==> config.mk <==
export PLATFORM = sky130hd
export DESIGN_NAME = enc_disp_flat
export DESIGN_NICKNAME = d
export VERILOG_FILES = /design/src/rtl/enc_disp_pkg.sv /design/src/rtl/enc_disp_if.sv /design/src/rtl/enc_disp_seg7_dec.sv /design/src/rtl/enc_disp.sv /design/src/flat_wrapper.sv
export SDC_FILE = /design/constraint.sdc
export NUM_CORES = 1
export LEC_CHECK = 0
export ABC_AREA = 1
export CORE_ASPECT_RATIO = 0.5
export CORE_UTILIZATION = 45
export DETAILED_ROUTE_END_ITERATION = 12
export PLACE_DENSITY = 0.76
export SYNTH_ARGS = -nofsm -noshare
export SYNTH_HDL_FRONTEND = slang
export SYNTH_SLANG_ARGS = --single-unit
==> constraint.sdc <==
create_clock -name clk -period 4.3 [get_ports clk]
set_input_delay 0.645 -clock clk [delete_from_list [all_inputs] [get_ports clk]]
set_output_delay 0.645 -clock clk [all_outputs]
set_load 0.01 [all_outputs]
==> src/rtl/enc_disp_pkg.sv <==
// -----------------------------------------------------------------------------
// enc_disp_pkg
// Shared constants for the encoder/display block:
//   - active-low seven-segment glyphs {dp,g,f,e,d,c,b,a}, decimal point off
//   - digit-index encodings used by the scan multiplexer
//   - small type aliases for the bus signals
//   - BCD increment helper for the two-digit event counter
// -----------------------------------------------------------------------------
package enc_disp_pkg;

    typedef logic [1:0] code_t;
    typedef logic [7:0] seg_t;
    typedef logic [7:0] bcd2_t;

    localparam seg_t SEG_0     = 8'hC0;
    localparam seg_t SEG_1     = 8'hF9;
    localparam seg_t SEG_2     = 8'hA4;
    localparam seg_t SEG_3     = 8'hB0;
    localparam seg_t SEG_4     = 8'h99;
    localparam seg_t SEG_5     = 8'h92;
    localparam seg_t SEG_6     = 8'h82;
    localparam seg_t SEG_7     = 8'hF8;
    localparam seg_t SEG_8     = 8'h80;
    localparam seg_t SEG_9     = 8'h90;
    localparam seg_t SEG_BLANK = 8'hFF;

    // Scan position of each digit on the display.
    localparam logic [1:0] DIG_CODE  = 2'd0;
    localparam logic [1:0] DIG_BLANK = 2'd1;
    localparam logic [1:0] DIG_ONES  = 2'd2;
    localparam logic [1:0] DIG_TENS  = 2'd3;

    // Nibble value that the decoder renders as a blank digit.
    localparam logic [3:0] NIB_BLANK = 4'hF;

    // Two-digit BCD increment, 99 wraps to 00.
    function automatic bcd2_t bcd_inc(input bcd2_t v);
        bcd2_t r;
        if (v[3:0] == 4'd9) begin
            r[3:0] = 4'd0;
            r[7:4] = (v[7:4] == 4'd9) ? 4'd0 : v[7:4] + 4'd1;
        end else begin
            r[3:0] = v[3:0] + 4'd1;
            r[7:4] = v[7:4];
        end
        return r;
    endfunction

endpackage

==> src/rtl/enc_disp_if.sv <==
// -----------------------------------------------------------------------------
// enc_disp_if
// Bundles the encoder input and display output signals of enc_disp.
//   code     : encoded key index from the 4-to-2 encoder
//   code_vld : encoder valid level (events are its rising edges)
//   seg      : active-low segment drive {dp,g,f,e,d,c,b,a}
//   an       : active-low, one-cold digit select
//   evt_cnt  : BCD event count {tens,ones}
// master drives code/code_vld (encoder side), slave is enc_disp.
// -----------------------------------------------------------------------------
interface enc_disp_if;
    import enc_disp_pkg::*;

    code_t      code;
    logic       code_vld;
    seg_t       seg;
    logic [3:0] an;
    bcd2_t      evt_cnt;

    modport master (
        output code,
        output code_vld,
        input  seg,
        input  an,
        input  evt_cnt
    );

    modport slave (
        input  code,
        input  code_vld,
        output seg,
        output an,
        output evt_cnt
    );

endinterface

==> src/rtl/enc_disp_seg7_dec.sv <==
// -----------------------------------------------------------------------------
// seg7_dec
// Combinational BCD to seven-segment glyph decoder (active-low, dp off).
//   bcd_i : 4-bit digit value; anything above 9 renders blank
//   seg_o : glyph {dp,g,f,e,d,c,b,a}
// -----------------------------------------------------------------------------
module seg7_dec
    import enc_disp_pkg::*;
(
    input  logic [3:0] bcd_i,
    output seg_t       seg_o
);

    always_comb begin
        seg_o = SEG_BLANK;
        case (bcd_i)
            4'd0:    seg_o = SEG_0;
            4'd1:    seg_o = SEG_1;
            4'd2:    seg_o = SEG_2;
            4'd3:    seg_o = SEG_3;
            4'd4:    seg_o = SEG_4;
            4'd5:    seg_o = SEG_5;
            4'd6:    seg_o = SEG_6;
            4'd7:    seg_o = SEG_7;
            4'd8:    seg_o = SEG_8;
            4'd9:    seg_o = SEG_9;
            default: seg_o = SEG_BLANK;
        endcase
    end

endmodule

==> src/rtl/enc_disp.sv <==
// -----------------------------------------------------------------------------
// enc_disp
// Captures an encoded key index on each rising edge of the encoder valid
// level, counts those events in two-digit BCD, and scans four multiplexed
// seven-segment digits:  digit0 = last key code, digit1 = blank,
// digit2 = event count ones, digit3 = event count tens.
//   SCAN_DIV : clk cycles spent on each digit (>= 2)
//   clk      : system clock, all state on the rising edge
//   rst      : synchronous, active-high reset
//   bus      : enc_disp_if.slave (code, code_vld in; seg, an, evt_cnt out)
// -----------------------------------------------------------------------------
module enc_disp
    import enc_disp_pkg::*;
#(
    parameter int SCAN_DIV = 1000
) (
    input  logic      clk,
    input  logic      rst,
    enc_disp_if.slave bus
);

    localparam int DIV_W = (SCAN_DIV > 2) ? $clog2(SCAN_DIV) : 1;
    localparam logic [DIV_W-1:0] DIV_LAST = DIV_W'(SCAN_DIV - 1);

    logic             vld_q;
    code_t            code_q,    code_d;
    bcd2_t            evt_q,     evt_d;
    logic [DIV_W-1:0] div_q,     div_d;
    logic [1:0]       idx_q,     idx_d;
    logic [3:0]       an_q,      an_d;
    seg_t             seg_q,     seg_d;

    logic             capture;
    logic             wrap;
    logic [3:0]       digit;

    // Capture path and scan prescaler are independent, so a capture and a
    // prescaler wrap in the same cycle both take effect.
    always_comb begin
        capture = bus.code_vld & ~vld_q;
        wrap    = (div_q == DIV_LAST);

        code_d  = capture ? bus.code        : code_q;
        evt_d   = capture ? bcd_inc(evt_q)  : evt_q;

        div_d   = wrap ? '0             : div_q + DIV_W'(1);
        idx_d   = wrap ? idx_q + 2'd1   : idx_q;
    end

    // Digit source for the current scan position; the display registers
    // sample this, so the glyph lags idx_q by one cycle.
    always_comb begin
        digit = NIB_BLANK;
        case (idx_q)
            DIG_CODE:  digit = {2'b00, code_q};
            DIG_BLANK: digit = NIB_BLANK;
            DIG_ONES:  digit = evt_q[3:0];
            DIG_TENS:  digit = evt_q[7:4];
            default:   digit = NIB_BLANK;
        endcase
    end

    seg7_dec u_seg7_dec (
        .bcd_i (digit),
        .seg_o (seg_d)
    );

    assign an_d = ~(4'b0001 << idx_q);

    always_ff @(posedge clk) begin
        if (rst) begin
            vld_q  <= 1'b0;
            code_q <= '0;
            evt_q  <= 8'h00;
            div_q  <= '0;
            idx_q  <= 2'd0;
            an_q   <= 4'b1111;
            seg_q  <= SEG_BLANK;
        end else begin
            vld_q  <= bus.code_vld;
            code_q <= code_d;
            evt_q  <= evt_d;
            div_q  <= div_d;
            idx_q  <= idx_d;
            an_q   <= an_d;
            seg_q  <= seg_d;
        end
    end

    assign bus.seg     = seg_q;
    assign bus.an      = an_q;
    assign bus.evt_cnt = evt_q;

endmodule

==> src/flat_wrapper.sv <==
// flat-port wrapper written by rule: the top's interface ports become plain ports
module enc_disp_flat import enc_disp_pkg::*;
#(
    parameter int SCAN_DIV = 1000
)
  (clk, rst, bus_code, bus_code_vld, bus_seg, bus_an, bus_evt_cnt);
  enc_disp_if bus_i ();
  input  logic clk;
  input  logic rst;
  input wire logic [$bits(bus_i.code)-1:0] bus_code;
  input wire logic [$bits(bus_i.code_vld)-1:0] bus_code_vld;
  output wire logic [$bits(bus_i.seg)-1:0] bus_seg;
  output wire logic [$bits(bus_i.an)-1:0] bus_an;
  output wire logic [$bits(bus_i.evt_cnt)-1:0] bus_evt_cnt;
  assign bus_i.code = bus_code;
  assign bus_i.code_vld = bus_code_vld;
  assign bus_seg = bus_i.seg;
  assign bus_an = bus_i.an;
  assign bus_evt_cnt = bus_i.evt_cnt;
  enc_disp #(.SCAN_DIV(SCAN_DIV)) u_core (.clk(clk), .rst(rst), .bus(bus_i));
endmodule
## Word level (Yosys, flattened, before mapping)

Memory sizes are Yosys's and may differ from the RTL's. A register that Yosys moved wholly into a read port is not among the register bits.
Cells that the tools add are included.

| word-level totals | value |
|---|---|
| register bits after elaboration | 35 |
| memory bits (read-only) | 112 |
| bits of input ports | 5 |
| memories | 1 |

Memory list:

| memory | depth | bits a word | read ports | clocked after Yosys merged registers in | write ports | RTL line | text |
|---|---|---|---|---|---|---|---|
| (name not given) | 16 | 7 | 1 | 1 | 0 | enc_disp_seg7_dec.sv:16 | `case (bcd_i)` |

| operators by class | value |
|---|---|
| $add $sub $neg | 4 |
| equality and inequality tests | 6 |
| shift-type cells | 1 |
| mux-type cells | 3 |
| bitwise logic cells | 3 |
| reductions and logical operators | 3 |

Operator list:

| kind | count |
|---|---|
| $pmux 4 s4 | 1 |
| $add 10x1->10 const B | 1 |
| $eq 10x10->1 const B | 1 |
| $add 4x1->4 const B | 2 |
| $eq 4x4->1 const B | 2 |
| $mux 4 | 2 |
| $eq 2x2->1 const B | 2 |
| $not 4->4 | 1 |
| $shl 1x2->4 const A | 1 |
| $add 2x1->2 const B | 1 |
| $eq 2x1->1 const B | 1 |
| $logic_not 2->1 | 1 |
| $reduce_and 2->1 | 1 |
| $reduce_or 2->1 | 1 |
| $and 1x1->1 | 1 |
| $not 1->1 | 1 |

## Longest topological paths before layout

| logic depth | value |
|---|---|
| depth after elaboration | 3 |
| mapped depth | 11 |

## Cells and area by module

Synthesis repeated with hierarchy kept, for this count alone.

| unflattened totals | value |
|---|---|
| cell total of the unflattened synthesis | 230 |
| area total of the unflattened synthesis | 1685.4 um2 |

Modules (own cells, without submodules):

| module | times used | cells an instance | area an instance (um2) | sequential area each (um2) |
|---|---|---|---|---|
| enc_disp | 1 | 193 | 1486.4 | 700.7 |
| seg7_dec | 1 | 37 | 198.9 | 0.0 |

## Worst setup path after synthesis

OpenSTA, ideal clock, no wires.

| timing | value |
|---|---|
| path kind | flip-flop to flip-flop |
| from | register u_core.idx_q[1] |
| to | register u_core.seg_q[3] (netlist: u_core.bus.seg[3]) |
| library setup time | 118 ps |
| arrival time | 1645 ps |
| required time | 4182 ps |
| path slack | 2538 ps |
| cell stages (with the launch flop) | 12 |
| buffers on the path | 0 |
| clock period less this slack | 1762 ps |
| cell sequence | dfxtp_1 inv_2 ha_1 nor2_1 nand3_1 nand2_1 inv_1 ha_1 nand2_1 nand2_1 nand2_1 nand2_1 |

| on the way | value |
|---|---|
| longest elaborated chain between the ends | 2 |
| elaborated cells on any way between the ends | 5 |
| classes of those cells | eq/ne (3); mux (1); reduce/logical (1) |

RTL lines:

| element | RTL line | text |
|---|---|---|
| start, declared | enc_disp.sv:29 | `logic [1:0] idx_q, idx_d;` |
| start signal, assigned | enc_disp.sv:84 | `idx_q <= idx_d;` |
| $eq 2x2->1 (tied with other cells) | enc_disp.sv:54 | `case (idx_q)` |
| $pmux 4 s4 * | enc_disp.sv:54 |  |
| end, declared | enc_disp.sv:31 | `seg_t seg_q, seg_d;` |

Mark *: on every way between the ends. The rest lies on a longest branch, timed or not.
A chain may end at the register's enable or synchronous reset.

## Worst setup path in the final report

Same ends and word-level chain as after synthesis.

==> metrics.txt <==
run status=finished clean; cell mode on critical path=nand2_1; CP arrival=2.17 ns; total gr overflow=0; global-route wire length before repair=4.77 mm; Core Area=3140 sq um; layout net count=248; final worst slack=2.30 ns; Synth top area share=43.9%; Cells after Synth=206; Worst Setup Start Kind=register; I/O Pins=25; Final Total Pwr=0.000621 W; DRT Wirelength=2.82 mm; largest net degree at the start of global routing=15; Post-CTS Resized=0; # clock sinks=34; vias=1325; Clock Latency Late Sink=0.28 ns; crit path cell chain=inv_2 > ha_1 > nor2_1 > nand3_1 > nand2_1 > inv_1 > ha_1 > nand2_1 > nand2_1 > nand2_1 > nand2_1; IO buf count=23; Clock Path Buffers=2; initial antenna violation count=0; DR iter-0 viols=37; CP Max Fanout=8; Reg clk slew, reported paths=0.07 ns; CTS tree=done; Req. time, crit path=4.47 ns; largest cells by area after synthesis=dfxtp_1 44%, nand2_1 12%, ha_1 7.3%; Setup WS pre-CTS=2.27 ns; vias per cell=4.82; final worst-path cycle share=46.5%; Final ANT Viol Nets=0; Seq cells post-synth=34; crit path capture type=register; design area=1910 sq um; kind of critical path=reg2reg; max-slew violation count=0; DIE AREA=3700 sq um; dpl hpwl=2.16 mm; gpl congestion=0.789; most common cell after layout, fill and taps aside=nand2_1; CTS Buf Count=5; Area Overhead vs Synth=23.1%; Die H=43.5 microns; VDD IR max=0.000149 V; mapped cell area=1550 sq um; YS warnings=0; All-Layer GR Usage=16.9%; Syn Nets=220; max frequency=0.500 GHz; first-pass detailed-route iteration total=4; # diodes=0; commonest non-fill, non-tap cells in the layout=49 x nand2_1, 34 x dfxtp_1, 29 x nor2_1, 23 x clkdlybuf4s50_1, 20 x inv_1; Seq/Total Area, Yosys=43.9%; leakage power=0.799 nW; standard-cell rows=14; Worst Skew=0.00442 ns; CP peak stage delay=0.51 ns; pwr dens=325 nW/um^2; leading area contributor after synthesis=dfxtp_1; Avg Inst Size Synth=7.53 sq um; vias in the first global route=1157; Slowest cell on crit path=dfxtp_1; CTS root buffer=clkbuf_8; Final setup viols=0; Tmin final=2.00 ns; placed cell areas=1820 sq um; CTS H-tree depth=2; HP Class=reg2reg; setup bufs post-CTS=0; RSZ-0062 raised after global routing=no; DR WL/cell=10.3 microns; share of cells above drive strength 1=8.09%; Max Cap Violations=0; Initial Utilization=49.5%; Final Hold Violating Endpoints=0; Die X=85.0 microns; hold_buf cts=0; post-synthesis cell type count=24; setup TNS=0 ns; Post-route DRC=0
## worst max-delay path, delay by kind of cell, from the launching register on
kind          cells  cell delay (ns)
simple gates      7             0.64
fa+ha+maj         2             0.53
buf+inv           2             0.22
flops             1             0.51
## kinds of logic after synthesis
kind of cell | after synthesis | share of synthesized area (%)
buf+inv | 25 | 6.37
xor+xnor | 6 | 3.39
flops | 34 | 43.9
simple gates | 103 | 28.9
fa+ha+maj | 9 | 7.26
other cells | 1 | 0.242
compound gates | 28 | 10.0
## layout make-up
type                       instances  area, sq um
clock buffer                       7         86.3
timing repair buffer              23          230
multi-input combinational        147          772
clock inverter                     1         5.00
sequential                        34          681
tap                               40         50.0
inverter                          23         86.3
fill                             273         1220
## sequential cells by signal, summed over array words and instances, names as in the netlist
| name | cells |
|---|---|
| u_core.bus.an | 4 |
| u_core.bus.evt_cnt | 8 |
| u_core.bus.seg | 7 |
| u_core.code_q | 2 |
| u_core.div_q | 10 |
| u_core.idx_q | 2 |
| u_core.vld_q | 1 |
## final timing paths
kind                   startpoint           endpoint  slack [ns]  depth (start not counted)
setup / recovery  u_core.idx_q[1]  u_core.bus.seg[3]        2.30                         11
hold / removal    u_core.div_q[0]    u_core.div_q[0]        0.45                          1
setup reg to reg  u_core.idx_q[1]  u_core.bus.seg[3]        2.30                         11
hold reg to reg   u_core.div_q[0]    u_core.div_q[0]        0.45                          1
## per-stage QoR
| stage | utilization [%] | std cells | hold slack, ns |
|---|---|---|---|
| after floorplan | - | 206 | 0.418 |
| after detailed placement | 58.0 | 267 | 0.438 |
| after CTS | 60.9 | 275 | 0.454 |
| after global routing | 60.9 | 275 | 0.474 |
| after global placement | 58.0 | 267 | 0.425 |
| final | 60.9 | 275 | 0.446 |
## where the power goes
| group | internal, W | leakage (nW) | switching (W) |
|---|---|---|---|
| clock network | 0.000129 | 0.0482 | 0.000107 |
| registers | 0.000326 | 0.278 | 0.00000517 |
| logic | 0.0000245 | 0.472 | 0.0000291 |
| total | 0.000480 | 0.799 | 0.000141 |
## synth_stat cells, drive strengths merged
master,instances
xnor2,2
nand2,53
nand3,15
ha,9
conb,1
inv,23
o21ai,15
nor3,2
xor2,4
dfxtp,34
nor2,31
a21oi,13
buf,2
nand4,2
## per-layer routing
metal	track usage, %	part of all wire [%]
met5	0	0
met4	7.12	1.5
met3	6.29	4.8
met2	26.1	43
met1	21.5	51
(Power assumes the default switching activity.)
